==> config.mk <==
export PLATFORM = sky130hd
export DESIGN_NAME = mem_port_arbiter_flat
export DESIGN_NICKNAME = d
export VERILOG_FILES = /design/src/rtl/mem_port_arbiter_pkg.sv /design/src/rtl/mem_port_arbiter_if.sv /design/src/rtl/mem_port_arbiter_mux2.sv /design/src/rtl/mem_port_arbiter.sv /design/src/flat_wrapper.sv
export SDC_FILE = /design/constraint.sdc
export NUM_CORES = 1
export LEC_CHECK = 0
export CAP_MARGIN = 15
export CORE_AREA = 2 2 103 105
export DETAILED_ROUTE_END_ITERATION = 10
export DIE_AREA = 0 0 105 107
export GPL_TIMING_DRIVEN = 1
export PLACE_DENSITY_LB_ADDON = 0.12
export SLEW_MARGIN = 10
export SYNTH_ARGS = -nofsm -noshare
export SYNTH_HDL_FRONTEND = slang
export SYNTH_SLANG_ARGS = --single-unit
==> constraint.sdc <==
create_clock -name Clk -period 4.25 [get_ports Clk]
set_clock_uncertainty 0.1 [all_clocks]
set_input_delay 0.85 -clock Clk [delete_from_list [all_inputs] [get_ports Clk]]
set_output_delay 0.85 -clock Clk [all_outputs]
set_load 0.03 [all_outputs]
==> src/rtl/mem_port_arbiter_pkg.sv <==
// Shared types and defaults for the two-port data-memory arbiter.
// Supplies the data width when no Constants.vh definition is present.
`ifndef DATA_WIDTH
`define DATA_WIDTH 32
`endif

package arb_pkg;

    typedef enum logic [1:0] {
        IDLE  = 2'd0,
        BUSY0 = 2'd1,
        BUSY1 = 2'd2
    } ArbState_t;

    localparam int ARB_ADDR_W  = 32;
    localparam int ARB_TIMEOUT = 255;

    // Timeout counter is at least 8 bits wide and always able to hold TIMEOUT.
    function automatic int timeout_cnt_w(input int timeout);
        int w;
        w = $clog2(timeout + 1);
        return (w < 8) ? 8 : w;
    endfunction

endpackage

==> src/rtl/mem_port_arbiter_if.sv <==
// Requester and memory-side signals of the arbiter; slave = arbiter, master = environment.
// Err0/Err1 exist only when ARB_TIMEOUT_EN is defined.
interface mem_port_arbiter_if
    import arb_pkg::*;
#(
    parameter int ADDR_W = ARB_ADDR_W
);
    logic                    Req0;
    logic                    Req1;
    logic                    We0;
    logic                    We1;
    logic [ADDR_W-1:0]       Addr0;
    logic [ADDR_W-1:0]       Addr1;
    logic [`DATA_WIDTH-1:0]  WData0;
    logic [`DATA_WIDTH-1:0]  WData1;
    logic                    Done0;
    logic                    Done1;
    logic [`DATA_WIDTH-1:0]  RData;
    logic                    MemReq;
    logic                    MemWe;
    logic                    MemSel;
    logic [ADDR_W-1:0]       MemAddr;
    logic [`DATA_WIDTH-1:0]  MemWData;
    logic [`DATA_WIDTH-1:0]  MemRData;
    logic                    MemAck;
`ifdef ARB_TIMEOUT_EN
    logic                    Err0;
    logic                    Err1;
`endif

    modport slave (
`ifdef ARB_TIMEOUT_EN
        output Err0, Err1,
`endif
        input  Req0, Req1, We0, We1, Addr0, Addr1, WData0, WData1,
        input  MemRData, MemAck,
        output Done0, Done1, RData,
        output MemReq, MemWe, MemSel, MemAddr, MemWData
    );

    modport master (
`ifdef ARB_TIMEOUT_EN
        input  Err0, Err1,
`endif
        output Req0, Req1, We0, We1, Addr0, Addr1, WData0, WData1,
        output MemRData, MemAck,
        input  Done0, Done1, RData,
        input  MemReq, MemWe, MemSel, MemAddr, MemWData
    );

endinterface

==> src/rtl/mem_port_arbiter_mux2.sv <==
// Two-input word multiplexer used to steer the owner's address and write data.
module Mux2 #(
    parameter int W = 32
) (
    input  logic [W-1:0] d0,
    input  logic [W-1:0] d1,
    input  logic         sel,
    output logic [W-1:0] y
);
    assign y = sel ? d1 : d0;
endmodule

==> src/rtl/mem_port_arbiter.sv <==
// Round-robin arbiter sharing one data-memory port between CPU (port 0) and loader/DMA (port 1).
// Optional busy timeout with Err0/Err1 abort pulses is enabled by defining ARB_TIMEOUT_EN.
module mem_port_arbiter
    import arb_pkg::*;
#(
    parameter int ADDR_W = ARB_ADDR_W
`ifdef ARB_TIMEOUT_EN
    , parameter int TIMEOUT = ARB_TIMEOUT
`endif
) (
    input  logic                Clk,
    input  logic                Rst_n,
    mem_port_arbiter_if.slave   bus
);

    ArbState_t               state_reg;
    logic                    last_gnt_reg;
    logic                    mem_sel_reg;
    logic                    mem_req_reg;
    logic [`DATA_WIDTH-1:0]  rdata_reg;
    logic [ADDR_W-1:0]       mem_addr;
    logic [`DATA_WIDTH-1:0]  mem_wdata;
    logic                    done0;
    logic                    done1;
    logic                    abort;

    assign done0 = (state_reg == BUSY0) && bus.MemAck;
    assign done1 = (state_reg == BUSY1) && bus.MemAck;

`ifdef ARB_TIMEOUT_EN
    localparam int CNT_W = timeout_cnt_w(TIMEOUT);
    logic [CNT_W-1:0] cnt_reg;

    // Counter value k-1 during the k-th busy cycle, so the abort lands on busy cycle TIMEOUT.
    assign abort = (state_reg != IDLE) && !bus.MemAck && (cnt_reg == CNT_W'(TIMEOUT - 1));

    always_ff @(posedge Clk or negedge Rst_n) begin
        if (!Rst_n) begin
            cnt_reg <= '0;
        end else if (state_reg == IDLE) begin
            cnt_reg <= '0;
        end else if (!bus.MemAck) begin
            cnt_reg <= cnt_reg + 1'b1;
        end
    end

    assign bus.Err0 = abort && (state_reg == BUSY0);
    assign bus.Err1 = abort && (state_reg == BUSY1);
`else
    assign abort = 1'b0;
`endif

    always_ff @(posedge Clk or negedge Rst_n) begin
        if (!Rst_n) begin
            state_reg    <= IDLE;
            last_gnt_reg <= 1'b1;
            mem_sel_reg  <= 1'b0;
            mem_req_reg  <= 1'b0;
            rdata_reg    <= '0;
        end else begin
            case (state_reg)
                IDLE: begin
                    // On a tie the port that did not win last time is granted.
                    if (bus.Req0 && (!bus.Req1 || last_gnt_reg)) begin
                        state_reg    <= BUSY0;
                        mem_sel_reg  <= 1'b0;
                        last_gnt_reg <= 1'b0;
                        mem_req_reg  <= 1'b1;
                    end else if (bus.Req1) begin
                        state_reg    <= BUSY1;
                        mem_sel_reg  <= 1'b1;
                        last_gnt_reg <= 1'b1;
                        mem_req_reg  <= 1'b1;
                    end
                end
                BUSY0, BUSY1: begin
                    if (bus.MemAck) begin
                        state_reg   <= IDLE;
                        mem_req_reg <= 1'b0;
                        rdata_reg   <= bus.MemRData;
                    end else if (abort) begin
                        state_reg   <= IDLE;
                        mem_req_reg <= 1'b0;
                    end
                end
                default: begin
                    state_reg   <= IDLE;
                    mem_req_reg <= 1'b0;
                end
            endcase
        end
    end

    generate
        if (ADDR_W == `DATA_WIDTH) begin : g_addr_mux
            Mux2 #(.W(ADDR_W)) u_addr_mux (
                .d0  (bus.Addr0),
                .d1  (bus.Addr1),
                .sel (mem_sel_reg),
                .y   (mem_addr)
            );
        end else begin : g_addr_sel
            assign mem_addr = mem_sel_reg ? bus.Addr1 : bus.Addr0;
        end
    endgenerate

    Mux2 #(.W(`DATA_WIDTH)) u_wdata_mux (
        .d0  (bus.WData0),
        .d1  (bus.WData1),
        .sel (mem_sel_reg),
        .y   (mem_wdata)
    );

    assign bus.MemReq   = mem_req_reg;
    assign bus.MemSel   = mem_sel_reg;
    assign bus.MemAddr  = mem_addr;
    assign bus.MemWData = mem_wdata;
    assign bus.MemWe    = mem_req_reg && (mem_sel_reg ? bus.We1 : bus.We0);
    assign bus.Done0    = done0;
    assign bus.Done1    = done1;
    // Read data is live only on the ack cycle; otherwise the last captured word is held.
    assign bus.RData    = (done0 || done1) ? bus.MemRData : rdata_reg;

endmodule

==> src/flat_wrapper.sv <==
// flat-port wrapper written by rule: the top's interface ports become plain ports
module mem_port_arbiter_flat import arb_pkg::*;
#(
    parameter int ADDR_W = ARB_ADDR_W

)
  (Clk, Rst_n, bus_Req0, bus_Req1, bus_We0, bus_We1, bus_Addr0, bus_Addr1, bus_WData0, bus_WData1, bus_MemRData, bus_MemAck, bus_Done0, bus_Done1, bus_RData, bus_MemReq, bus_MemWe, bus_MemSel, bus_MemAddr, bus_MemWData);
  mem_port_arbiter_if #(.ADDR_W(ADDR_W)) bus_i ();
  input  logic Clk;
  input  logic Rst_n;
  input wire logic [$bits(bus_i.Req0)-1:0] bus_Req0;
  input wire logic [$bits(bus_i.Req1)-1:0] bus_Req1;
  input wire logic [$bits(bus_i.We0)-1:0] bus_We0;
  input wire logic [$bits(bus_i.We1)-1:0] bus_We1;
  input wire logic [$bits(bus_i.Addr0)-1:0] bus_Addr0;
  input wire logic [$bits(bus_i.Addr1)-1:0] bus_Addr1;
  input wire logic [$bits(bus_i.WData0)-1:0] bus_WData0;
  input wire logic [$bits(bus_i.WData1)-1:0] bus_WData1;
  input wire logic [$bits(bus_i.MemRData)-1:0] bus_MemRData;
  input wire logic [$bits(bus_i.MemAck)-1:0] bus_MemAck;
  output wire logic [$bits(bus_i.Done0)-1:0] bus_Done0;
  output wire logic [$bits(bus_i.Done1)-1:0] bus_Done1;
  output wire logic [$bits(bus_i.RData)-1:0] bus_RData;
  output wire logic [$bits(bus_i.MemReq)-1:0] bus_MemReq;
  output wire logic [$bits(bus_i.MemWe)-1:0] bus_MemWe;
  output wire logic [$bits(bus_i.MemSel)-1:0] bus_MemSel;
  output wire logic [$bits(bus_i.MemAddr)-1:0] bus_MemAddr;
  output wire logic [$bits(bus_i.MemWData)-1:0] bus_MemWData;
  assign bus_i.Req0 = bus_Req0;
  assign bus_i.Req1 = bus_Req1;
  assign bus_i.We0 = bus_We0;
  assign bus_i.We1 = bus_We1;
  assign bus_i.Addr0 = bus_Addr0;
  assign bus_i.Addr1 = bus_Addr1;
  assign bus_i.WData0 = bus_WData0;
  assign bus_i.WData1 = bus_WData1;
  assign bus_i.MemRData = bus_MemRData;
  assign bus_i.MemAck = bus_MemAck;
  assign bus_Done0 = bus_i.Done0;
  assign bus_Done1 = bus_i.Done1;
  assign bus_RData = bus_i.RData;
  assign bus_MemReq = bus_i.MemReq;
  assign bus_MemWe = bus_i.MemWe;
  assign bus_MemSel = bus_i.MemSel;
  assign bus_MemAddr = bus_i.MemAddr;
  assign bus_MemWData = bus_i.MemWData;
  mem_port_arbiter #(.ADDR_W(ADDR_W)) u_core (.Clk(Clk), .Rst_n(Rst_n), .bus(bus_i));
endmodule
Word-level counts from Yosys, hierarchy flattened
Index checks and enable logic that the tools add are counted.

operators by class
  reductions and logical operators = 13
  muxes and demuxes = 13
  equal/unequal tests = 4

operators by type and width
  cell                  count
  $mux W32              3
  $mux W2               3
  $reduce_and A2 Y1     3
  $mux W1               5
  $logic_and A1 B1 Y1   4
  $pmux W2 S2           1
  $ne A3 B2 Y1 const B  1
  $eq A2 B1 Y1 const B  1
  $eq A2 B2 Y1 const B  1
  $logic_not A2 Y1      1
  $logic_or A1 B1 Y1    2
  $ne A2 B2 Y1 const B  1
  $pmux W1 S2           1
  $reduce_bool A2 Y1    1
  $reduce_or A2 Y1      1
  $logic_not A1 Y1      1

word-level totals
  word-level logic and storage cells = 35
  input port bits = 167
  flip-flop bits (word level) = 37
  output and inout bits = 101

Longest topological paths before layout
Gate-level depths: netlist (run 1).

  depth in word-level cells = 5
  mapped depth = 5

Hierarchy
Synthesis (run 1) repeated with hierarchy kept, for this count alone.

unflattened totals
  cells, all modules = 209
  area, all modules = 2,964.1 µm²

modules (own cells, without submodules)
  module            cells an instance  area an instance (µm²)  times used
  mem_port_arbiter  137                1,875.5                 1
  Mux2              36                 544.3                   2

Least setup slack after synthesis (run 1)
Ideal clock, no wire load.

  kind = input port to output port
  start point = in bus_MemAck
  end point = out bus_RData[10]
  cell stages on the path = 3
  arrival time = 1.589 ns
  setup slack = 1.711 ns
  cells stage by stage = o21ai_2 -> buf_6 -> mux2_1

between the ends
  cells in the longest elaborated chain, start to end = 3
  elaborated cells on any way between the ends = 4
  classes of those cells = mux: 1; reduce/logical: 3

RTL lines
  element                                 RTL line                                        source
  start, declared                         flat_wrapper.sv:20                              input wire logic [$bits(bus_i.MemAck)-1:0] bus_MemAck;
  $logic_and A1 B1 Y1 (on tied branches)  mem_port_arbiter.sv:27, mem_port_arbiter.sv:28
  $logic_or A1 B1 Y1 *                    mem_port_arbiter.sv:122                         assign bus.RData = (done0 || done1) ? bus.MemRData : rdata_reg;
  $mux W32 *                              mem_port_arbiter.sv:122
  end, declared                           flat_wrapper.sv:23                              output wire logic [$bits(bus_i.RData)-1:0] bus_RData;

Mark *: on every way between the ends. The rest lies on a longest branch, timed or not.

Worst setup path in the final report (run 1)
  start point = in bus_MemAck
  end point = out bus_RData[0]

Same word-level chain as after synthesis.

==> flow_summary.html, run 1 <==
<table>
<tr><th>Metric</th><th>Value</th></tr>
<tr><th colspan="2">Status</th></tr>
<tr><td>Result of the run</td><td>finished, final reports clean</td></tr>
<tr><th colspan="2">Yosys</th></tr>
<tr><td>Synth top area cells</td><td>sky130_fd_sc_hd__dfrtp_1, sky130_fd_sc_hd__mux2_2, sky130_fd_sc_hd__mux2_1, sky130_fd_sc_hd__ha_1, sky130_fd_sc_hd__buf_6</td></tr>
<tr><td>Post-synthesis net count</td><td>377</td></tr>
<tr><td>Cell variety after synth</td><td>22</td></tr>
<tr><td>Primary flip-flop cell chosen by synthesis mapping</td><td>sky130_fd_sc_hd__dfrtp_1</td></tr>
<tr><td>Cell with the most instances after synthesis</td><td>sky130_fd_sc_hd__mux2_2</td></tr>
<tr><td>Average instance area after synthesis</td><td>12.8 µm²</td></tr>
<tr><td>Share of async-settable or async-resettable flops after synthesis</td><td>1.00</td></tr>
<tr><td>Syn Inst Count</td><td>about 210</td></tr>
<tr><td>Share of Yosys cell area claimed by the top area cell type</td><td>0.341</td></tr>
<tr><td>Count of flip-flops with a built-in enable after synthesis</td><td>0</td></tr>
<tr><td>Number of warning messages in the yosys log</td><td>0</td></tr>
<tr><td>Most area-hungry cell type in the Yosys netlist</td><td>sky130_fd_sc_hd__dfrtp_1</td></tr>
<tr><td>Cell area after synthesis</td><td>0.00264 mm²</td></tr>
<tr><td>Leading post-synthesis cells by instance count</td><td>sky130_fd_sc_hd__mux2_2, sky130_fd_sc_hd__mux2_1, sky130_fd_sc_hd__dfrtp_1</td></tr>
<tr><td>Flip-flop and latch count after synthesis</td><td>37</td></tr>
<tr><td>Post-synthesis sequential area ratio</td><td>0.351</td></tr>
<tr><th colspan="2">Worst setup path</th></tr>
<tr><td>CP Max Fanout</td><td>32</td></tr>
<tr><td>Kind of end point of the critical path</td><td>primary output</td></tr>
<tr><td>Endpoint of the worst-slack reg-to-reg timing path</td><td>u_core.rdata_reg[27]</td></tr>
<tr><td>Start point of the critical path</td><td>bus_MemAck</td></tr>
<tr><td>Sort of element at the start of the critical path</td><td>input port</td></tr>
<tr><td>RR Startpoint</td><td>u_core.state_reg[0]</td></tr>
<tr><td>Endpoint of the most critical setup path</td><td>bus_RData[0]</td></tr>
<tr><td>Arrival time at the worst endpoint</td><td>2.84 ns</td></tr>
<tr><td>Kind of critical path</td><td>input port to primary output</td></tr>
<tr><td>Depth of the worst register-to-register path</td><td>4</td></tr>
<tr><td>Internal reg-to-reg setup slack</td><td>2.28 ns</td></tr>
<tr><td>Required time at the endpoint of the critical path</td><td>between 3 and 4 ns</td></tr>
<tr><th colspan="2">Global route</th></tr>
<tr><td>Overall track demand over capacity in global routing</td><td>0.174</td></tr>
<tr><td>Maximum number of pins on one net before global-route repair</td><td>52</td></tr>
<tr><td>Number of global-route vias before repair</td><td>roughly 2,700</td></tr>
<tr><td>First-pass GRT wire length</td><td>about 16 mm</td></tr>
<tr><td>Overall overflow remaining after global route</td><td>0</td></tr>
<tr><td>Antenna violations before repair</td><td>2</td></tr>
<tr><th colspan="2">Timing</th></tr>
<tr><td>Final-report max-slew violation count</td><td>0</td></tr>
<tr><td>Share of the clock period used by the worst path</td><td>0.893</td></tr>
<tr><td>Actual slew at the worst max-slew pin</td><td>roughly 1.0 ns</td></tr>
<tr><td>Final critical delay including setup and external delays</td><td>roughly 3.8 ns</td></tr>
<tr><td>Maximum clock frequency</td><td>264 MHz</td></tr>
<tr><td>Hold Violations, Final</td><td>0</td></tr>
<tr><td>RSZ-0062 raised after global routing</td><td>false</td></tr>
<tr><td>Setup tns final</td><td>0 ns</td></tr>
<tr><td>Endpoints failing setup</td><td>0</td></tr>
<tr><td>Relative slew slack</td><td>0.308</td></tr>
<tr><th colspan="2">Route</th></tr>
<tr><td>Antenna Nets Post-Route</td><td>0</td></tr>
<tr><td>Count of TritonRoute iterations in the first routing pass</td><td>4</td></tr>
<tr><td>Wirelength, routed</td><td>~10 mm</td></tr>
<tr><td>Post-route DRC violation count</td><td>0</td></tr>
<tr><td>Routed length per instance</td><td>17.2 µm</td></tr>
<tr><td>Total number of vias</td><td>approximately 2,700</td></tr>
<tr><td>Post-detailed-route via-to-cell ratio</td><td>approximately 4.4</td></tr>
<tr><td>Number of DRC markers in iteration 0</td><td>89</td></tr>
<tr><th colspan="2">Floorplanning</th></tr>
<tr><td>Total die area</td><td>around 0.011 mm²</td></tr>
<tr><td>Core region area</td><td>0.0101 mm²</td></tr>
<tr><td>Top-Level Pins</td><td>about 270</td></tr>
<tr><td>Effective utilization at floorplan</td><td>0.262</td></tr>
<tr><td>Die Height</td><td>between 100 and 150 µm</td></tr>
<tr><td>Width of the die</td><td>~110 µm</td></tr>
<tr><td>Standard-cell row count</td><td>37</td></tr>
<tr><th colspan="2">Placement</th></tr>
<tr><td>Dpl cell area</td><td>approximately 0.0054 mm²</td></tr>
<tr><td>Number of cells after detailed placement</td><td>about 600</td></tr>
<tr><td>Final estimated routing congestion in global placement</td><td>between 0.7 and 0.8</td></tr>
<tr><td>Port bufs</td><td>approximately 270</td></tr>
<tr><td>Total half-perimeter wirelength after legalization and detailed placement</td><td>between 8 and 9 mm</td></tr>
<tr><th colspan="2">CTS</th></tr>
<tr><td>Post-cts resize count</td><td>0</td></tr>
<tr><td>Number of hold buffers added after cts</td><td>0</td></tr>
<tr><td>Clock input transition at the sequential cells of the worst setup and hold paths</td><td>roughly 0.080 ns</td></tr>
<tr><td>Later-pin clock latency in the skew report</td><td>around 0.29 ns</td></tr>
<tr><td>H-tree depth</td><td>2</td></tr>
<tr><td>Number of buffers added for setup after CTS</td><td>0</td></tr>
<tr><td>Sink count of the clock tree</td><td>37</td></tr>
<tr><td>CTS tree</td><td>done</td></tr>
<tr><td>Cts bufs inserted</td><td>5</td></tr>
<tr><td>Clock root cell</td><td>sky130_fd_sc_hd__clkbuf_8</td></tr>
<tr><td>Maximum count of clock buffers along a single path</td><td>2</td></tr>
<tr><th colspan="2">Pwr</th></tr>
<tr><td>Worst ir drop on vdd</td><td>between 0.4 and 0.5 mV</td></tr>
<tr><td>Proportion of power drawn by flip-flops and latches</td><td>0.182</td></tr>
<tr><td>Leakage power total</td><td>approximately 2.2 nW</td></tr>
<tr><td>Net Sw Frac</td><td>0.453</td></tr>
<tr><td>Logic pwr share</td><td>0.745</td></tr>
<tr><td>Power density over the cells</td><td>655 mW/mm²</td></tr>
<tr><td>Post-route total power</td><td>roughly 3.6 mW</td></tr>
<tr><td>Power spent charging and discharging nets</td><td>about 1.6 mW</td></tr>
<tr><td>Pint</td><td>just under 2 mW</td></tr>
<tr><td>Share of power burned in the clock network</td><td>0.072</td></tr>
<tr><th colspan="2">Layout</th></tr>
<tr><td>Cell Count, Final, Fillers Out</td><td>approximately 600</td></tr>
<tr><td>Post-route cell area</td><td>0.00552 mm²</td></tr>
<tr><td>Flip-flop count of the largest register, all copies and words added</td><td>32</td></tr>
<tr><td>Number of nets in the finished design</td><td>between 600 and 700</td></tr>
<tr><td>Layout-stage area growth over the synthesis result</td><td>109%</td></tr>
<tr><td>Proportion of layout cells with a drive suffix above 1</td><td>0.174</td></tr>
<tr><th colspan="2">Job</th></tr>
<tr><td>Max cap viols</td><td>0</td></tr>
<tr><th colspan="2">Min path</th></tr>
<tr><td>Worst Hold Class</td><td>flop to flop</td></tr>
</table>
area by class of cell:
| cell class | instances | area (µm²) |
|---|---|---|
| antenna | 3 | 7.51 |
| clock buffer | 6 | 82.6 |
| clock inverter | 2 | 13.8 |
| fill | 929 | 4570 |
| inverter | 4 | 15.0 |
| multi-input combinational | 153 | 1610 |
| sequential | 37 | 928 |
| tap | 136 | 170 |
| timing repair buffer | 268 | 2690 |
power by group through the flow:
stage | registers, mW | clock network (mW) | logic, mW
2_1_floorplan | 0.624 | 0 | 1.70
3_3_place_gp | 0.663 | 0 | 2.69
3_5_place_dp | 0.663 | 0 | 2.70
4_1_cts | 0.660 | 0.267 | 2.72
5_1_grt | 0.686 | 0.285 | 2.83
6_report | 0.659 | 0.261 | 2.69
metal layers:
layer | share of wire | GRT usage | wire length [µm] | up-vias
met3 | 0.085 | 0.0608 | 891 | 8
li1 | - | - | - | 1281
met2 | 0.49 | 0.299 | 5140 | 130
met4 | 0.0078 | 0.0295 | 82 | 0
met1 | 0.42 | 0.215 | 4360 | 1257
met5 | 0 | 0 | 0 | -
layout by cell type, fill, tap and decap left out:
| cell type | Yosys | final |
|---|---|---|
| sky130_fd_sc_hd__buf_2 | 6 | 1 |
| sky130_fd_sc_hd__buf_12 | 0 | 1 |
| sky130_fd_sc_hd__a21o_1 | 1 | 1 |
| sky130_fd_sc_hd__dfrtp_2 | 0 | 1 |
| sky130_fd_sc_hd__nor2b_1 | 2 | 2 |
| sky130_fd_sc_hd__o21bai_1 | 1 | 1 |
| sky130_fd_sc_hd__mux2i_1 | 1 | 1 |
| sky130_fd_sc_hd__dfstp_2 | 1 | 1 |
| sky130_fd_sc_hd__and2_1 | 2 | 2 |
| sky130_fd_sc_hd__nor2_1 | 2 | 2 |
| sky130_fd_sc_hd__dfrtp_1 | 36 | 35 |
| sky130_fd_sc_hd__mux2_1 | 60 | 60 |
| sky130_fd_sc_hd__ha_1 | 3 | 3 |
| sky130_fd_sc_hd__mux2_2 | 68 | 68 |
| sky130_fd_sc_hd__clkdlybuf4s50_1 | 0 | 266 |
| sky130_fd_sc_hd__o21ai_0 | 1 | 1 |
| sky130_fd_sc_hd__o21ai_4 | 0 | 1 |
| sky130_fd_sc_hd__inv_1 | 4 | 4 |
| sky130_fd_sc_hd__a21oi_1 | 2 | 2 |
| sky130_fd_sc_hd__nand2_1 | 5 | 5 |
| sky130_fd_sc_hd__nand2_2 | 1 | 1 |
| sky130_fd_sc_hd__o22a_1 | 1 | 1 |
| sky130_fd_sc_hd__clkbuf_8 | 0 | 6 |
| sky130_fd_sc_hd__clkinv_2 | 0 | 1 |
| sky130_fd_sc_hd__diode_2 | 0 | 3 |
| sky130_fd_sc_hd__clkinv_4 | 0 | 1 |
| sky130_fd_sc_hd__o22ai_1 | 2 | 2 |
through the flow:
stage	util	setup slack [ns]	hold WS (ns)
2_1_floorplan	-	1.71	0.359
3_3_place_gp	0.537	0.483	0.370
3_5_place_dp	0.537	0.448	0.377
4_1_cts	0.546	0.439	0.398
5_1_grt	0.546	0.353	0.408
6_report	0.547	0.456	0.392
worst min path at each step:
stage / startpoint / endpoint / slack, ns / cells after the start
after global routing: u_core.rdata_reg[30] / u_core.rdata_reg[30] / 0.41 / 1
after floorplan: u_core.rdata_reg[0] / u_core.rdata_reg[0] / 0.36 / 1
after global placement: u_core.rdata_reg[10] / u_core.rdata_reg[10] / 0.37 / 1
after detailed placement: u_core.rdata_reg[5] / u_core.rdata_reg[5] / 0.38 / 1
final: u_core.rdata_reg[19] / u_core.rdata_reg[19] / 0.39 / 1
after CTS: u_core.rdata_reg[28] / u_core.rdata_reg[28] / 0.40 / 1
cells by family after synthesis:
logic type | Yosys count | share of synthesized area
fa+ha+maj | 3 | 0.0142
compound gates | 9 | 0.0227
mux | 129 | 0.549
simple gates | 12 | 0.0218
flops | 37 | 0.351
buf+inv | 17 | 0.0412
worst max-delay path, cell delays in order:
cell and delay (ns):
sky130_fd_sc_hd__clkdlybuf4s50_1 0.53, sky130_fd_sc_hd__o21ai_4 0.43, sky130_fd_sc_hd__mux2_2 0.42, sky130_fd_sc_hd__clkdlybuf4s50_1 0.59
(Power assumes the default switching activity.)
==> run 2, diff against run 1 <==
CAP_MARGIN = not set   (was 15)
SYNTH_HIERARCHICAL = 1   (was not set)
==> flow_summary.html, run 2 <==
<table>
<tr><th>Metric</th><th>Value</th></tr>
<tr><th colspan="2">Floorplanning</th></tr>
<tr><td>Total die area</td><td>0.0112 mm² (unchanged)</td></tr>
<tr><td>Top-Level Pins</td><td>268 (unchanged)</td></tr>
<tr><td>Effective utilization at floorplan</td><td>0.294 (+0.0319)</td></tr>
<tr><td>Die Height</td><td>107 µm (unchanged)</td></tr>
<tr><td>Core region area</td><td>0.0101 mm² (unchanged)</td></tr>
<tr><td>Standard-cell row count</td><td>37 (unchanged)</td></tr>
<tr><td>Width of the die</td><td>105 µm (unchanged)</td></tr>
<tr><th colspan="2">Worst setup path</th></tr>
<tr><td>Endpoint of the worst-slack reg-to-reg timing path</td><td>u_core/rdata_reg[11]</td></tr>
<tr><td>Kind of end point of the critical path</td><td>primary output</td></tr>
<tr><td>Family with the most delay on the worst path</td><td>buffers and inverters</td></tr>
<tr><td>Cell chain of the critical path</td><td>clkdlybuf4s50_1 &gt; o21ai_4 &gt; mux2_2 &gt; clkdlybuf4s50_1</td></tr>
<tr><td>Arrival time at the worst endpoint</td><td>2.85 ns (about the same)</td></tr>
<tr><td>Depth of the worst register-to-register path</td><td>4 (unchanged)</td></tr>
<tr><td>Sort of element at the start of the critical path</td><td>input port</td></tr>
<tr><td>RR Startpoint</td><td>u_core/state_reg[0]</td></tr>
<tr><td>Kind of critical path</td><td>input port to primary output</td></tr>
<tr><td>CP Buf/Inv Count</td><td>2 (unchanged)</td></tr>
<tr><td>Internal reg-to-reg setup slack</td><td>2.24 ns (-0.04 ns)</td></tr>
<tr><td>CP Max Fanout</td><td>32 (unchanged)</td></tr>
<tr><td>Required time at the endpoint of the critical path</td><td>3.30 ns (about the same)</td></tr>
<tr><td>Start point of the critical path</td><td>bus_MemAck</td></tr>
<tr><td>Endpoint of the most critical setup path</td><td>bus_RData[31]</td></tr>
<tr><td>Cell type of the slowest stage on the worst timing path</td><td>sky130_fd_sc_hd__clkdlybuf4s50_1</td></tr>
<tr><td>Top cell by count, worst path</td><td>sky130_fd_sc_hd__clkdlybuf4s50_1</td></tr>
<tr><td>Path length in cells of the critical path</td><td>4 (unchanged)</td></tr>
<tr><td>Critical path's largest stage delay</td><td>0.60 ns (about the same)</td></tr>
<tr><th colspan="2">Placement</th></tr>
<tr><td>Number of cells after detailed placement</td><td>599 (+0.17%)</td></tr>
<tr><td>Final estimated routing congestion in global placement</td><td>0.745 (+3.7%)</td></tr>
<tr><td>Port bufs</td><td>267 (unchanged)</td></tr>
<tr><td>Dpl cell area</td><td>0.00564 mm² (+4.2%)</td></tr>
<tr><td>Total half-perimeter wirelength after legalization and detailed placement</td><td>8.34 mm (-4.4%)</td></tr>
<tr><th colspan="2">Pwr</th></tr>
<tr><td>Post-route total power</td><td>3.75 mW (+3.8%)</td></tr>
<tr><td>Worst ir drop on vdd</td><td>0.381 mV (-12%)</td></tr>
<tr><td>Leakage power total</td><td>2.40 nW (+11%)</td></tr>
<tr><td>Power density over the cells</td><td>655 mW/mm² (about the same)</td></tr>
<tr><th colspan="2">Yosys</th></tr>
<tr><td>Flip-flop and latch count after synthesis</td><td>37 (unchanged)</td></tr>
<tr><td>Syn Inst Count</td><td>209 (+0.97%)</td></tr>
<tr><td>Synth top area cells</td><td>sky130_fd_sc_hd__dfrtp_1, sky130_fd_sc_hd__mux2_4, sky130_fd_sc_hd__mux2_1, sky130_fd_sc_hd__buf_12, sky130_fd_sc_hd__mux2_2</td></tr>
<tr><td>Number of warning messages in the yosys log</td><td>6 (+6)</td></tr>
<tr><td>Average instance area after synthesis</td><td>14.2 µm² (+11%)</td></tr>
<tr><td>Post-synthesis net count</td><td>379 (+0.53%)</td></tr>
<tr><td>Most area-hungry cell type in the Yosys netlist</td><td>sky130_fd_sc_hd__dfrtp_1</td></tr>
<tr><td>Count of flip-flops with a built-in enable after synthesis</td><td>0 (unchanged)</td></tr>
<tr><td>Cell area after synthesis</td><td>0.00296 mm² (+12%)</td></tr>
<tr><td>Share of Yosys cell area claimed by the top area cell type</td><td>0.304 (-0.0370)</td></tr>
<tr><td>Primary flip-flop cell chosen by synthesis mapping</td><td>sky130_fd_sc_hd__dfrtp_1</td></tr>
<tr><td>Share of async-settable or async-resettable flops after synthesis</td><td>1.00 (unchanged)</td></tr>
<tr><td>Leading post-synthesis cells by instance count</td><td>sky130_fd_sc_hd__mux2_1, sky130_fd_sc_hd__mux2_4, sky130_fd_sc_hd__dfrtp_1</td></tr>
<tr><td>Cell variety after synth</td><td>25 (+14%)</td></tr>
<tr><td>Post-synthesis sequential area ratio</td><td>0.313 (-0.0381)</td></tr>
<tr><th colspan="2">CTS</th></tr>
<tr><td>Number of hold buffers added after cts</td><td>0 (unchanged)</td></tr>
<tr><td>Clock input transition at the sequential cells of the worst setup and hold paths</td><td>0.07 ns (about the same)</td></tr>
<tr><td>H-tree depth</td><td>2 (unchanged)</td></tr>
<tr><td>Post-cts resize count</td><td>0 (unchanged)</td></tr>
<tr><td>CTS tree</td><td>done</td></tr>
<tr><td>Cts bufs inserted</td><td>5 (unchanged)</td></tr>
<tr><td>Number of buffers added for setup after CTS</td><td>0 (unchanged)</td></tr>
<tr><td>Sink count of the clock tree</td><td>37 (unchanged)</td></tr>
<tr><td>Clock root cell</td><td>sky130_fd_sc_hd__clkbuf_8</td></tr>
<tr><td>Later-pin clock latency in the skew report</td><td>0.28 ns (about the same)</td></tr>
<tr><td>Maximum count of clock buffers along a single path</td><td>2 (unchanged)</td></tr>
<tr><th colspan="2">Layout</th></tr>
<tr><td>Diode count</td><td>0 (-3)</td></tr>
<tr><td>Number of nets in the finished design</td><td>640 (+0.16%)</td></tr>
<tr><td>Layout-stage area growth over the synthesis result</td><td>93.2%</td></tr>
<tr><td>Proportion of layout cells with a drive suffix above 1</td><td>0.174 (-0.000370)</td></tr>
<tr><td>Cell Count, Final, Fillers Out</td><td>607 (-0.33%)</td></tr>
<tr><td>Post-route cell area</td><td>0.00573 mm² (+3.8%)</td></tr>
<tr><td>Flip-flop count of the largest register, all copies and words added</td><td>32 (unchanged)</td></tr>
<tr><td>Most used cells in the layout excluding fill and tap cells</td><td>sky130_fd_sc_hd__clkdlybuf4s50_1, sky130_fd_sc_hd__mux2_1, sky130_fd_sc_hd__mux2_4, sky130_fd_sc_hd__dfrtp_1, sky130_fd_sc_hd__mux2_2</td></tr>
<tr><td>Leading cell type in the layout, fill and taps excluded</td><td>sky130_fd_sc_hd__clkdlybuf4s50_1</td></tr>
<tr><th colspan="2">Global route</th></tr>
<tr><td>Antenna violations before repair</td><td>0 (-2)</td></tr>
<tr><td>First-pass GRT wire length</td><td>15.3 mm (-1.5%)</td></tr>
<tr><td>Overall track demand over capacity in global routing</td><td>0.171 (-0.00341)</td></tr>
<tr><td>Number of global-route vias before repair</td><td>2,731 (-0.58%)</td></tr>
<tr><td>Maximum number of pins on one net before global-route repair</td><td>45 (-13%)</td></tr>
<tr><td>Overall overflow remaining after global route</td><td>0 (unchanged)</td></tr>
<tr><th colspan="2">Route</th></tr>
<tr><td>Wirelength, routed</td><td>10.2 mm (-2.7%)</td></tr>
<tr><td>Post-detailed-route via-to-cell ratio</td><td>4.46 (+1.5%)</td></tr>
<tr><td>Routed length per instance</td><td>16.8 µm (-2.4%)</td></tr>
<tr><td>Antenna Nets Post-Route</td><td>0 (unchanged)</td></tr>
<tr><td>Post-route DRC violation count</td><td>0 (unchanged)</td></tr>
<tr><td>Total number of vias</td><td>2,706 (+1.1%)</td></tr>
<tr><td>Number of DRC markers in iteration 0</td><td>117 (+31%)</td></tr>
<tr><td>Count of TritonRoute iterations in the first routing pass</td><td>3 (-1)</td></tr>
<tr><th colspan="2">Min path</th></tr>
<tr><td>Startpoint of the lowest-slack hold path</td><td>u_core/rdata_reg[18]</td></tr>
<tr><td>Worst Hold Class</td><td>flop to flop</td></tr>
<tr><th colspan="2">Timing</th></tr>
<tr><td>Share of the clock period used by the worst path</td><td>0.893 (about the same)</td></tr>
<tr><td>Maximum clock frequency</td><td>263 MHz (about the same)</td></tr>
<tr><td>Endpoints failing setup</td><td>0 (unchanged)</td></tr>
<tr><td>Final critical delay including setup and external delays</td><td>3.80 ns (+0.00198 ns)</td></tr>
<tr><td>Final-report max-slew violation count</td><td>0 (unchanged)</td></tr>
<tr><td>Hold Violations, Final</td><td>0 (unchanged)</td></tr>
<tr><td>Actual slew at the worst max-slew pin</td><td>1.05 ns (+0.0119 ns)</td></tr>
<tr><td>RSZ-0062 raised after global routing</td><td>false</td></tr>
<tr><td>Relative slew slack</td><td>0.300 (-0.00798)</td></tr>
<tr><td>Setup tns final</td><td>0 ns (unchanged)</td></tr>
<tr><th colspan="2">Job</th></tr>
<tr><td>Max cap viols</td><td>0 (unchanged)</td></tr>
<tr><th colspan="2">Status</th></tr>
<tr><td>Result of the run</td><td>finished, final reports clean</td></tr>
</table>
[run 2: changes by cell type in the layout (fill, tap and decap cells not counted), moves of 2 or more]
| cell | change |
|---|---|
| sky130_fd_sc_hd__diode_2 | -3 |
| sky130_fd_sc_hd__mux2_4 | +60 |
| sky130_fd_sc_hd__a21oi_1 | +2 |
| sky130_fd_sc_hd__mux2_2 | -60 |
[run 2: layout make-up]
class / count / area, µm²
fillers: 905 / 4360
repair buffers: 268 / 2690
multi-input cells: 154 / 1840
flip-flops and latches: 37 / 931
well taps: 136 / 170
clock buffers: 5 / 68.8
clock inverters: 3 / 17.5
inverters: 4 / 15.0
[run 2: routing by layer]
layer,routed length [µm],vias to the layer above,share of wire,track usage
met5,0,-,0,0
met4,76,0,0.0075,0.0257
met3,818,9,0.080,0.0559
met2,5150,125,0.51,0.297
met1,4140,1294,0.41,0.211
li1,-,1278,-,-
[run 2: worst min path at each step]
stage	to	slack [ns]	depth (start not counted)
global placement	u_core/rdata_reg[13]	0.37	1
CTS	u_core/rdata_reg[18]	0.40	1
floorplan	u_core/rdata_reg[0]	0.36	1
global route	u_core/rdata_reg[24]	0.41	1
detailed placement	u_core/rdata_reg[18]	0.38	1
finish	u_core/rdata_reg[18]	0.39	1
[run 2: metrics by stage]
stage | setup slack, ns | utilization | hold WS (ns)
after floorplan | 1.71 | - | 0.359
after detailed placement | 0.442 | 0.559 | 0.377
after global routing | 0.294 | 0.568 | 0.413
final | 0.454 | 0.568 | 0.388
after CTS | 0.414 | 0.568 | 0.395
after global placement | 0.465 | 0.559 | 0.370
[run 2: logic make-up (layout without fill, tap and decap cells)]
group	count (synthesis)	in the layout	synth area share
multiplexers	129	129	0.566
AND/OR/NAND/NOR	14	14	0.0236
buffers and inverters	18	280	0.0696
AO/OA/AOI/OAI	8	8	0.0156
flip-flops	37	37	0.313
adder cells (fa/ha/maj)	3	3	0.0127
[run 2: power by group]
part / switching, mW / internal [mW]
logic: 1.41 / 1.42
clock network: 0.131 / 0.113
registers: 0.143 / 0.539
==> run 3, diff against run 2 <==
CORE_AREA = 2 2 104 106   (was 2 2 103 105)
CTS_BUF_LIST = sky130_fd_sc_hd__clkbuf_8   (was not set)
DIE_AREA = 0 0 106 108   (was 0 0 105 107)
SKIP_CTS_REPAIR_TIMING = 1   (was not set)
==> flow_summary.html, run 3 (synthesized netlist as in run 2, its figures left out) <==
<table>
<tr><th>Metric</th><th>Value</th></tr>
<tr><th colspan="2">Timing</th></tr>
<tr><td>Maximum clock frequency</td><td>264 MHz (about the same)</td></tr>
<tr><td>Actual slew at the worst max-slew pin</td><td>1.04 ns (-0.00771 ns)</td></tr>
<tr><td>Setup tns final</td><td>0 ns (unchanged)</td></tr>
<tr><td>Hold Slack</td><td>0.393 ns (+0.00469 ns)</td></tr>
<tr><td>Final-report max-slew violation count</td><td>0 (unchanged)</td></tr>
<tr><td>Relative slew slack</td><td>0.305 (+0.00516)</td></tr>
<tr><td>Share of the clock period used by the worst path</td><td>0.893 (about the same)</td></tr>
<tr><td>Final critical delay including setup and external delays</td><td>3.79 ns (-0.00219 ns)</td></tr>
<tr><td>Endpoints failing setup</td><td>0 (unchanged)</td></tr>
<tr><td>RSZ-0062 raised after global routing</td><td>false</td></tr>
<tr><td>Hold Violations, Final</td><td>0 (unchanged)</td></tr>
<tr><td>Minimum setup slack in the final design</td><td>0.457 ns (+0.00219 ns)</td></tr>
<tr><th colspan="2">Worst setup path</th></tr>
<tr><td>Kind of critical path</td><td>input port to primary output</td></tr>
<tr><td>CP Buf/Inv Count</td><td>2 (unchanged)</td></tr>
<tr><td>Critical path's largest stage delay</td><td>0.60 ns (about the same)</td></tr>
<tr><td>Cell type of the slowest stage on the worst timing path</td><td>sky130_fd_sc_hd__clkdlybuf4s50_1</td></tr>
<tr><td>Sort of element at the start of the critical path</td><td>input port</td></tr>
<tr><td>CP Max Fanout</td><td>32 (unchanged)</td></tr>
<tr><td>Arrival time at the worst endpoint</td><td>2.84 ns (about the same)</td></tr>
<tr><td>Required time at the endpoint of the critical path</td><td>3.30 ns (about the same)</td></tr>
<tr><td>Cell chain of the critical path</td><td>clkdlybuf4s50_1 &gt; o21ai_4 &gt; mux2_2 &gt; clkdlybuf4s50_1</td></tr>
<tr><td>Top cell by count, worst path</td><td>sky130_fd_sc_hd__clkdlybuf4s50_1</td></tr>
<tr><td>Family with the most delay on the worst path</td><td>buffers and inverters</td></tr>
<tr><td>Kind of end point of the critical path</td><td>primary output</td></tr>
<tr><th colspan="2">CTS</th></tr>
<tr><td>H-tree depth</td><td>2 (unchanged)</td></tr>
<tr><td>Cts bufs inserted</td><td>5 (unchanged)</td></tr>
<tr><td>Maximum count of clock buffers along a single path</td><td>2 (unchanged)</td></tr>
<tr><td>Clock input transition at the sequential cells of the worst setup and hold paths</td><td>0.08 ns (about the same)</td></tr>
<tr><td>Later-pin clock latency in the skew report</td><td>0.28 ns (about the same)</td></tr>
<tr><td>Clock root cell</td><td>sky130_fd_sc_hd__clkbuf_8</td></tr>
<tr><td>Sink count of the clock tree</td><td>37 (unchanged)</td></tr>
<tr><td>CTS tree</td><td>done</td></tr>
<tr><th colspan="2">Layout</th></tr>
<tr><td>Flip-flop count of the largest register, all copies and words added</td><td>32 (unchanged)</td></tr>
<tr><td>Proportion of layout cells with a drive suffix above 1</td><td>0.174 (unchanged)</td></tr>
<tr><td>Diode count</td><td>0 (unchanged)</td></tr>
<tr><td>Layout-stage area growth over the synthesis result</td><td>93.9%</td></tr>
<tr><td>Final-layout fill cell count</td><td>879 (-2.9%)</td></tr>
<tr><td>Leading cell type in the layout, fill and taps excluded</td><td>sky130_fd_sc_hd__clkdlybuf4s50_1</td></tr>
<tr><td>Most used cells in the layout excluding fill and tap cells</td><td>sky130_fd_sc_hd__clkdlybuf4s50_1, sky130_fd_sc_hd__mux2_1, sky130_fd_sc_hd__mux2_4, sky130_fd_sc_hd__dfrtp_1, sky130_fd_sc_hd__mux2_2</td></tr>
<tr><td>Cell Count, Final, Fillers Out</td><td>607 (unchanged)</td></tr>
<tr><td>Number of nets in the finished design</td><td>640 (unchanged)</td></tr>
<tr><th colspan="2">Route</th></tr>
<tr><td>Antenna Nets Post-Route</td><td>0 (unchanged)</td></tr>
<tr><td>Wirelength, routed</td><td>11.0 mm (+8.2%)</td></tr>
<tr><td>Count of TritonRoute iterations in the first routing pass</td><td>4 (+1)</td></tr>
<tr><td>Post-route DRC violation count</td><td>0 (unchanged)</td></tr>
<tr><td>Number of DRC markers in iteration 0</td><td>107 (-8.5%)</td></tr>
<tr><td>Routed length per instance</td><td>18.2 µm (+8.2%)</td></tr>
<tr><td>Post-detailed-route via-to-cell ratio</td><td>4.37 (-1.9%)</td></tr>
<tr><td>Total number of vias</td><td>2,655 (-1.9%)</td></tr>
<tr><th colspan="2">Pwr</th></tr>
<tr><td>Leakage power total</td><td>2.41 nW (+0.46%)</td></tr>
<tr><td>Worst ir drop on vdd</td><td>0.397 mV (+4.3%)</td></tr>
<tr><td>Power density over the cells</td><td>661 mW/mm² (+1.0%)</td></tr>
<tr><th colspan="2">Floorplanning</th></tr>
<tr><td>Effective utilization at floorplan</td><td>0.290 (-0.00399)</td></tr>
<tr><td>Standard-cell row count</td><td>37 (unchanged)</td></tr>
<tr><td>Width of the die</td><td>106 µm (+0.95%)</td></tr>
<tr><td>Core region area</td><td>0.0102 mm² (+1.4%)</td></tr>
<tr><td>Top-Level Pins</td><td>268 (unchanged)</td></tr>
<tr><td>Total die area</td><td>0.0114 mm² (+1.9%)</td></tr>
<tr><td>Die Height</td><td>108 µm (+0.93%)</td></tr>
<tr><th colspan="2">Status</th></tr>
<tr><td>Result of the run</td><td>finished, final reports clean</td></tr>
<tr><th colspan="2">Placement</th></tr>
<tr><td>Number of cells after detailed placement</td><td>599 (unchanged)</td></tr>
<tr><td>Pre-CTS setup slack</td><td>0.439 ns (-0.00359 ns)</td></tr>
<tr><td>Final estimated routing congestion in global placement</td><td>0.749 (+0.48%)</td></tr>
<tr><td>Port bufs</td><td>267 (unchanged)</td></tr>
<tr><td>Total half-perimeter wirelength after legalization and detailed placement</td><td>9.17 mm (+10%)</td></tr>
<tr><th colspan="2">Global route</th></tr>
<tr><td>Overall overflow remaining after global route</td><td>0 (unchanged)</td></tr>
<tr><td>Maximum number of pins on one net before global-route repair</td><td>40 (-11%)</td></tr>
<tr><td>Antenna violations before repair</td><td>0 (unchanged)</td></tr>
<tr><td>Overall track demand over capacity in global routing</td><td>0.178 (+0.00715)</td></tr>
<tr><td>First-pass GRT wire length</td><td>15.6 mm (+2.3%)</td></tr>
<tr><td>Number of global-route vias before repair</td><td>2,686 (-1.6%)</td></tr>
<tr><th colspan="2">Min path</th></tr>
<tr><td>Worst Hold Class</td><td>flop to flop</td></tr>
<tr><th colspan="2">Job</th></tr>
<tr><td>Max cap viols</td><td>0 (unchanged)</td></tr>
</table>
run 3: changes by cell type in the layout (fill, tap and decap cells not counted), sizes merged:
| cell | change |
|---|---|
| clkbuf | +2 |
| clkinv | -2 |
| clkinvlp | -1 |
| inv | +1 |
run 3: worst paths after layout:
check | cells after the start | startpoint | endpoint | slack, ns
min | 1 | u_core/rdata_reg[31] | u_core/rdata_reg[31] | 0.39
min in group asynchronous | 1 | Rst_n | u_core/rdata_reg[12] | 0.55
max reg2reg | 4 | u_core/state_reg[0] | u_core/rdata_reg[10] | 2.25
max in group asynchronous | 1 | Rst_n | u_core/bus.MemSel | 2.89
max | 4 | bus_MemAck | bus_RData[0] | 0.46
min reg2reg | 1 | u_core/rdata_reg[31] | u_core/rdata_reg[31] | 0.39
run 3: final cells by class:
| class | count | area, µm² | area share |
|---|---|---|---|
| clock buffer | 7 | 96.3 | 0.0168 |
| multi-input combinational | 154 | 1840 | 0.320 |
| tap | 136 | 170 | 0.0296 |
| timing repair buffer | 268 | 2690 | 0.468 |
| clock inverter | 1 | 8.76 | 0.00152 |
| sequential | 37 | 931 | 0.162 |
| inverter | 4 | 15.0 | 0.00261 |
run 3: worst reg2reg max path, stage by stage (launching register included):
cell	delay, ns
sky130_fd_sc_hd__dfrtp_1	0.38
sky130_fd_sc_hd__inv_1	0.07
sky130_fd_sc_hd__ha_1	0.33
sky130_fd_sc_hd__nand2_2	0.59
sky130_fd_sc_hd__mux2_2	0.42
run 3: routing by layer:
metal | global-route usage | share of wire | up-vias
met5 | 0 | 0 | -
met4 | 0.0301 | 0.0062 | 0
met3 | 0.0591 | 0.090 | 6
met2 | 0.307 | 0.50 | 127
met1 | 0.221 | 0.41 | 1244
li1 | - | - | 1278
run 3: metrics by stage:
stage               power (mW)  instance area, µm²  utilization
global route              3.99                5750        0.562
CTS                       3.84                5750        0.562
detailed placement        3.55                5640        0.551
floorplan                 2.60                2960            -
global placement          3.53                5640        0.551
finish                    3.80                5750        0.562
run 3: power breakdown:
group | switching (mW) | internal (mW)
sequential | 0.186 | 0.538
clock | 0.127 | 0.150
combinational | 1.38 | 1.42
total | 1.69 | 2.11
